===== config.mk =====
export PLATFORM = sky130hd
export DESIGN_NAME = button_event_detect
export DESIGN_NICKNAME = d
export VERILOG_FILES = /design/src/rtl/odsmr_btn_pkg.sv /design/src/rtl/btn_debounce.sv /design/src/rtl/button_event_detect.sv
export SDC_FILE = /design/constraint.sdc
export NUM_CORES = 1
export LEC_CHECK = 0
export CORE_UTILIZATION = 64
export CTS_BUF_LIST = sky130_fd_sc_hd__clkbuf_8
export DETAILED_ROUTE_END_ITERATION = 16
export DONT_BUFFER_PORTS = 1
export PLACE_DENSITY = 0.9
export SETUP_SLACK_MARGIN = 0.02
export SYNTH_ARGS = -nofsm -noshare
export SYNTH_HDL_FRONTEND = slang
export SYNTH_SLANG_ARGS = --single-unit

===== constraint.sdc =====
create_clock -name CLK32768 -period 1.6 [get_ports CLK32768]
set_input_delay 0.24 -clock CLK32768 [delete_from_list [all_inputs] [get_ports CLK32768]]
set_output_delay 0.24 -clock CLK32768 [all_outputs]
set_load 0.01 [all_outputs]

===== src/rtl/odsmr_btn_pkg.sv =====
// Shared definitions for the front-panel button event block:
// power FSM state encoding, Interrupt bit positions and edge helpers.
package odsmr_btn_pkg;

  // Power button FSM states.
  typedef enum logic [1:0] {
    IDLE    = 2'd0,
    PRESSED = 2'd1,
    LONG    = 2'd2
  } pwr_state_e;

  // Bit positions on the Interrupt bus.
  localparam int INT_RST_REL = 0;  // reset button released (ATX)
  localparam int INT_RST_PRS = 1;  // reset button pressed (non-ATX)
  localparam int INT_PWR_REL = 2;  // power button short release (ATX)
  localparam int INT_PWR_PRS = 3;  // power button pressed (non-ATX)

  // Rising edge of a level given its value one cycle earlier.
  function automatic logic edge_rise(input logic cur, input logic prev);
    return cur & ~prev;
  endfunction

  // Falling edge of a level given its value one cycle earlier.
  function automatic logic edge_fall(input logic cur, input logic prev);
    return ~cur & prev;
  endfunction

endpackage


===== src/rtl/btn_debounce.sv =====
// Synchroniser plus debounce counter for one raw active-low button.
// db_o is 1 while the button is accepted as pressed. A new level is
// accepted only after it has been seen for DEBOUNCE_CNT consecutive
// cycles at the synchroniser output; any bounce back restarts the count.
module btn_debounce
  import odsmr_btn_pkg::*;
#(
  parameter int SYNC_STAGES  = 2,
  parameter int DEBOUNCE_CNT = 655,
  parameter int DB_W         = 10
) (
  input  logic clk,
  input  logic rst,
  input  logic btn_n_i,
  output logic db_o
);

  logic [SYNC_STAGES-1:0] sync_q, sync_d;
  logic [DB_W-1:0]        cnt_q, cnt_d;
  logic                   db_q, db_d;
  logic                   sync_pressed;

  // Shift the raw pin into the chain and run the stability counter.
  always_comb begin
    sync_d       = {sync_q[SYNC_STAGES-2:0], btn_n_i};
    sync_pressed = ~sync_q[SYNC_STAGES-1];
    cnt_d        = '0;
    db_d         = db_q;
    if (sync_pressed != db_q) begin
      if (cnt_q == DB_W'(DEBOUNCE_CNT - 1)) begin
        db_d  = ~db_q;
        cnt_d = '0;
      end else begin
        cnt_d = cnt_q + 1'b1;
      end
    end
  end

  // Chain resets to all-ones (released); counter and level to zero.
  always_ff @(posedge clk) begin
    if (rst) begin
      sync_q <= '1;
      cnt_q  <= '0;
      db_q   <= 1'b0;
    end else begin
      sync_q <= sync_d;
      cnt_q  <= cnt_d;
      db_q   <= db_d;
    end
  end

  assign db_o = db_q;

endmodule


===== src/rtl/button_event_detect.sv =====
// Front-panel power/reset button event detector.
// Debounces both buttons and turns level changes into single-cycle
// Interrupt pulses. With BUTTON_LONG_PRESS_EN defined, a power press
// held long enough enters LONG, raises ForceOff until release and
// suppresses the release pulse; without it ForceOff is tied low and
// every power release pulses Interrupt[2].
module button_event_detect
  import odsmr_btn_pkg::*;
#(
  parameter int SYNC_STAGES    = 2,
  parameter int DEBOUNCE_CNT   = 655,
  parameter int DB_W           = 10,
  parameter int LONG_PRESS_CNT = 131072,
  parameter int LP_W           = 18
) (
  input  logic       CLK32768,
  input  logic       Reset,
  input  logic       PwrBtnN,
  input  logic       RstBtnN,
  output logic [3:0] Interrupt,
  output logic       PwrBtnDb,
  output logic       RstBtnDb,
  output logic       ForceOff
);

  logic       pwr_db, rst_db;
  logic       pwr_db_prev_q, rst_db_prev_q;
  logic       pwr_rise, pwr_fall, rst_rise, rst_fall;
  logic [3:0] int_q, int_d;
  pwr_state_e pwr_state_q, pwr_state_d;
  logic       force_off_q, force_off_d;

  btn_debounce #(
    .SYNC_STAGES (SYNC_STAGES),
    .DEBOUNCE_CNT(DEBOUNCE_CNT),
    .DB_W        (DB_W)
  ) u_pwr_db (
    .clk    (CLK32768),
    .rst    (Reset),
    .btn_n_i(PwrBtnN),
    .db_o   (pwr_db)
  );

  btn_debounce #(
    .SYNC_STAGES (SYNC_STAGES),
    .DEBOUNCE_CNT(DEBOUNCE_CNT),
    .DB_W        (DB_W)
  ) u_rst_db (
    .clk    (CLK32768),
    .rst    (Reset),
    .btn_n_i(RstBtnN),
    .db_o   (rst_db)
  );

  assign pwr_rise = edge_rise(pwr_db, pwr_db_prev_q);
  assign pwr_fall = edge_fall(pwr_db, pwr_db_prev_q);
  assign rst_rise = edge_rise(rst_db, rst_db_prev_q);
  assign rst_fall = edge_fall(rst_db, rst_db_prev_q);

`ifdef BUTTON_LONG_PRESS_EN
  logic [LP_W-1:0] lp_cnt_q, lp_cnt_d;
`else
  // Long-press sizing has no effect in this build.
  logic unused_lp_cfg;
  assign unused_lp_cfg = (LONG_PRESS_CNT > 0) ^ (LP_W > 0);
`endif

  // Power FSM next state, reset-button pulses and ForceOff level.
  always_comb begin
    pwr_state_d = pwr_state_q;
    force_off_d = force_off_q;
    int_d       = '0;
`ifdef BUTTON_LONG_PRESS_EN
    lp_cnt_d    = lp_cnt_q;
`endif
    int_d[INT_RST_PRS] = rst_rise;
    int_d[INT_RST_REL] = rst_fall;
    case (pwr_state_q)
      IDLE: begin
        if (pwr_rise) begin
          pwr_state_d        = PRESSED;
          int_d[INT_PWR_PRS] = 1'b1;
`ifdef BUTTON_LONG_PRESS_EN
          lp_cnt_d           = '0;
`endif
        end
      end
      PRESSED: begin
        if (pwr_fall) begin
          pwr_state_d        = IDLE;
          int_d[INT_PWR_REL] = 1'b1;
        end else begin
`ifdef BUTTON_LONG_PRESS_EN
          // Enter LONG on the cycle the counter reaches its last value;
          // it then holds there, so it cannot wrap.
          lp_cnt_d = lp_cnt_q + 1'b1;
          if (lp_cnt_d == LP_W'(LONG_PRESS_CNT - 1)) begin
            pwr_state_d = LONG;
            force_off_d = 1'b1;
          end
`endif
        end
      end
`ifdef BUTTON_LONG_PRESS_EN
      LONG: begin
        if (pwr_fall) begin
          pwr_state_d = IDLE;
          force_off_d = 1'b0;
        end
      end
`endif
      default: begin
        pwr_state_d = IDLE;
        force_off_d = 1'b0;
      end
    endcase
  end

  // Register edge-detect history, pulses, FSM state and ForceOff.
  always_ff @(posedge CLK32768) begin
    if (Reset) begin
      pwr_db_prev_q <= 1'b0;
      rst_db_prev_q <= 1'b0;
      int_q         <= '0;
      pwr_state_q   <= IDLE;
      force_off_q   <= 1'b0;
    end else begin
      pwr_db_prev_q <= pwr_db;
      rst_db_prev_q <= rst_db;
      int_q         <= int_d;
      pwr_state_q   <= pwr_state_d;
      force_off_q   <= force_off_d;
    end
  end

`ifdef BUTTON_LONG_PRESS_EN
  // Long-press counter.
  always_ff @(posedge CLK32768) begin
    if (Reset) lp_cnt_q <= '0;
    else       lp_cnt_q <= lp_cnt_d;
  end
`endif

  assign Interrupt = int_q;
  assign PwrBtnDb  = pwr_db;
  assign RstBtnDb  = rst_db;
`ifdef BUTTON_LONG_PRESS_EN
  assign ForceOff  = force_off_q;
`else
  assign ForceOff  = 1'b0;
`endif

endmodule


### After elaboration in Yosys (flattened, before gate mapping)

Cells that the tools add are included.

* flip-flop bits (word level): 34
* bits of input ports: 4
* output and inout port bits: 7
* word-level logic and storage cells: 48

* eq/ne operators: 7
* reduce and logical (&&, ||, !) cells: 8
* mux-type cells: 5
* bitwise operators: 14
* add/subtract/negate cells: 2

Operators by type and width (number)
* 10-bit by 1-bit adder with 10-bit output, second input constant: 2
* 10-bit == test, second input constant: 2
* 1-bit inverter: 10
* 2-bit AND reduction: 3
* 3-bit OR reduction: 2
* 1-bit AND: 4
* 2-bit two-way mux: 2
* 2-bit inequality test, second input constant: 2
* 2-bit case mux with 2 select lines: 1
* 2-bit OR reduction: 2
* 2-bit by 1-bit == test with 1-bit output, second input constant: 1
* 2-bit zero test: 1
* 1-bit two-way mux: 2
* 1-bit inequality test: 2

### Depth between registers and ports, before layout

* depth in word-level cells: 4
* mapped depth: 6
* mapped depth without buffers: 5

### Modules after synthesis

A second synthesis with hierarchy kept.

* cells, all modules: 139
* area, all modules: 1395.1 µm²

By module, submodules not included
* btn_debounce: sequential area each 260.2 µm², instances 2, area an instance 581.8 µm², cells an instance 60
* button_event_detect: sequential area each 140.1 µm², instances 1, area an instance 231.5 µm², cells an instance 19

### Worst setup path before layout

No wires, ideal clock.

* path kind: flip-flop to flip-flop
* start point: register u_pwr_db.cnt_q[7]
* end point: register u_pwr_db.db_q, in the netlist u_pwr_db.db_o
* path slack: 0.155 ns
* path buffers: 0
* period minus slack after synthesis: 1.445 ns
* setup time: 0.121 ns
* cell stages (with the launch flop): 4
* data arrival time: 1.325 ns
* required time: 1.479 ns
* cells stage by stage: dfxtp_1 > or3b_2 > nor4_2 > mux2_2

* longest elaborated chain between the ends: 2

RTL lines
* from (decl): line btn_debounce.sv:19 `logic [DB_W-1:0] cnt_q, cnt_d;`
* from (signal assigned): line btn_debounce.sv:47 `cnt_q <= cnt_d;`
* 10-bit == test: line btn_debounce.sv:30 `if (cnt_q == DB_W'(DEBOUNCE_CNT - 1)) begin`
* 2-bit AND reduction (no line)
* to (signal assigned): line btn_debounce.sv:44 `db_q <= 1'b0;`
* to (signal assigned): line btn_debounce.sv:48 `db_q <= db_d;`
* to (decl): line btn_debounce.sv:20 `logic db_q, db_d;`

No other way between the ends.
A chain may end at the register's enable or synchronous reset.

### Final worst setup path

* start point: register u_rst_db.cnt_q[1]
* end point: register u_rst_db.cnt_q[6]

* longest elaborated chain between the ends: 2
* elaborated cells on any way between the ends: 3
* classes of those cells: 1 x add/sub; 1 x eq/ne; 1 x reduce/logical

RTL lines (line)
* from (decl): btn_debounce.sv:19
* from (signal assigned): btn_debounce.sv:47
* branches (longest 2 deep; another with 10-bit by 1-bit adder with 10-bit output)

Parallel ways; which one is timed is not known.

==> metrics <==
H-tree depth reported by CTS=2; vias=1067; initial drt markers=29; post-layout util=0.756; synthesized cell area=between 0.001 and 0.0015 mm2; r2r setup slk=just under 0.03 ns; gr usage total=0.238; fmax=about 640 MHz; post-synthesis mux area share=0.0165; post-synthesis sequential element count=33; Cells after Synth=138; EDFF count, synth=0; critical-path cell list=ha_1, nand4_1, or3_1, a211oi_2; cell area after placement=0.00139 mm2; largest net degree at the start of global routing=14; Power Total=between 1 and 1.5 mW; I/O pins=11; hold_sp=Reset; most frequent cells in the layout=dfxtp_1 (30), nor3_1 (10), o21ai_0 (9); Power Density=slightly below 1000 mW/mm2; post-synthesis sequential area ratio=0.484; Yosys warnings=0; Synth cell types=36; root buf cell=clkbuf_8; drt first pass iters=4; Final HPWL DP=between 1500 and 2000 um; Worst setup EP type=register; wire length per cell=17.4 um; CTS tree=done; Place WS=between 0.04 and 0.05 ns; Synth Area in XOR/XNOR=0.0513; main combinational cell family by area after synthesis=simple AND/OR/NAND/NOR gates; reg2reg path depth=4; diode count=0; simple-gate share of the synthesized area=0.257; CTS sink cnt=33; die width=a little under 50 um; final wirelength=~3000 um; initial antenna violation count=0; DRC=0; post-synthesis compound-gate area fraction=0.110; Post-Synth Adder-Cell Area=0.0366; die area=roughly 0.0023 mm2; Hold EP=pwr_state_q[0]$_SDFFE_PP0P_; syn_nets=~150; type of the most critical hold path=in2reg; Final ANT Viol Nets=0; first-pass GRT wire length=approximately 3600 um; row cnt=16; leading cell type in the layout, fill and taps excluded=dfxtp_1; Final period util=0.982; grt ovf=0; clk slew on worst S/H paths=around 0.07 ns; Hold Worst Slack=around 0.0099 ns; Clock Skews=approximately 0.0081 ns; fin nets=150; leakage=between 0.4 and 0.5 nW; vias in the first global route=between 800 and 900; Syn Area/Cell=just under 10 um2; CP peak stage delay=approximately 0.4 ns; drt via density=6.28; ys async rst share=0; CP Data Required Time=between 1.5 and 2 ns; final instance area=0.00150 mm2; max-cap violations=0; CP Data Arrival Time=around 1.8 ns; final worst slack=around 0.029 ns; endpoints failing setup=0; Worst setup SP type=register; P&R area growth vs syn=9.62%; Max FO, Critical Path=4; Max VDD drop=approximately 0.64 mV; r2r endpoint=u_rst_db.cnt_q[6]$_SDFF_PP0_; clk buf depth=2; Setup Crit Path Kind=reg2reg; reg2reg start=u_rst_db.cnt_q[1]$_SDFF_PP0_; worst skew pair latency=0.29 ns; RSZ-0062 raised after global routing=yes; Slew Limit Fails=0; Starting Density=0.689; layout cells sized above 1=0.203; Die Y-Extent=about 48 um; crit path time final=1.57 ns; top_reg_cell synth=dfxtp_1; core area=approximately 0.002 mm2; Num CTS Buffers=5; endpoints failing hold=0; gpl congestion=roughly 0.76; WHS Path Cells=1; Crit-path slowest cell=or3_1; port bufs=0; status=finished, final reports clean
-- final cells by class --
class                   count  area [um2]
flip-flops and latches     33         664
clock inverters             3        13.8
clock buffers               5        68.8
repair buffers              3        22.5
inverters                   7        26.3
well taps                  27        33.8
multi-input cells          92         668
fillers                   119         484
-- critical path, delay by kind of cell (launching register included) --
| family | cells | cell delay, ns |
|---|---|---|
| adder cells (fa/ha/maj) | 1 | 0.23 |
| AND/OR/NAND/NOR | 2 | 0.61 |
| AO/OA/AOI/OAI | 1 | 0.26 |
| flip-flops | 1 | 0.39 |
-- cells by family (layout without fill, tap and decap cells) --
group	Yosys count	after routing
AO/OA/AOI/OAI	22	22
XOR/XNOR	8	8
adder cells (fa/ha/maj)	4	4
buffers and inverters	13	18
flip-flops	33	33
multiplexers	2	2
other	1	1
AND/OR/NAND/NOR	55	55
-- metal layers --
layer	vias up	track usage	wire length [um]
met3	12	0.115	144
met4	0	0.0833	120
met2	36	0.413	1450
met1	509	0.248	1250
li1	510	-	-
met5	-	0	0
-- flip-flops by register name, indices dropped and copies added (netlist names) --
register	count
u_pwr_db.cnt_q	10
u_rst_db.cnt_q	10
Interrupt	4
u_pwr_db.sync_q	2
u_rst_db.sync_q	2
pwr_db_prev_q	1
pwr_state_q	1
rst_db_prev_q	1
u_pwr_db.db_o	1
u_rst_db.db_o	1
-- through the flow --
step	instances	setup TNS, ns
6_report	170	0
5_1_grt	170	-0.0550
4_1_cts	170	0
3_5_place_dp	162	0
3_3_place_gp	162	0
2_1_floorplan	138	0
-- worst max-delay path by stage --
stage | from | to | slack (ns) | depth (start not counted)
finish | u_rst_db.cnt_q[1]$_SDFF_PP0_ | u_rst_db.cnt_q[6]$_SDFF_PP0_ | 0.03 | 4
global route | u_rst_db.cnt_q[1]$_SDFF_PP0_ | u_rst_db.cnt_q[6]$_SDFF_PP0_ | -0.05 | 4
CTS | u_pwr_db.cnt_q[7]$_SDFF_PP0_ | u_pwr_db.db_o$_SDFFE_PP0P_ | 0.03 | 3
detailed placement | u_pwr_db.cnt_q[7]$_SDFF_PP0_ | u_pwr_db.db_o$_SDFFE_PP0P_ | 0.04 | 3
global placement | u_pwr_db.cnt_q[7]$_SDFF_PP0_ | u_pwr_db.db_o$_SDFFE_PP0P_ | 0.13 | 3
floorplan | u_pwr_db.cnt_q[7]$_SDFF_PP0_ | u_pwr_db.db_o$_SDFFE_PP0P_ | 0.15 | 3
-- cell usage after synthesis (2+ instances only) --
master / number / area share
a211oi_1: 8 / 0.044
nor3b_1: 2 / 0.011
xnor2_1: 6 / 0.038
nand3_1: 8 / 0.029
nor3_1: 10 / 0.037
a211oi_2: 2 / 0.018
dfxtp_1: 33 / 0.48
nand4_1: 5 / 0.023
mux2_2: 2 / 0.016
xor2_1: 2 / 0.013
o21ai_0: 9 / 0.033
o31ai_1: 2 / 0.011
nor2_1: 2 / 0.0055
buf_4: 2 / 0.011
or3_1: 7 / 0.032
inv_1: 7 / 0.019
nand2b_1: 2 / 0.0092
nand4_2: 2 / 0.018
ha_1: 4 / 0.037
buf_1: 2 / 0.0055
or2_2: 4 / 0.018
nor2b_1: 3 / 0.014
-- repair_timing --
item                                    4_1_cts  5_1_grt
gates resized for setup                       0        6
buffers inserted                              0        0
hold endpoints to repair                      0        0
hold buffers                                  0        0
endpoints found under the setup margin        0       22
-- power by group --
group          switching [mW]  internal [mW]  total (mW)
clock network           0.301          0.295       0.596
logic                 0.00957        0.00697      0.0165
registers             0.00423          0.828       0.832
Power figures use the tool's default switching activity.
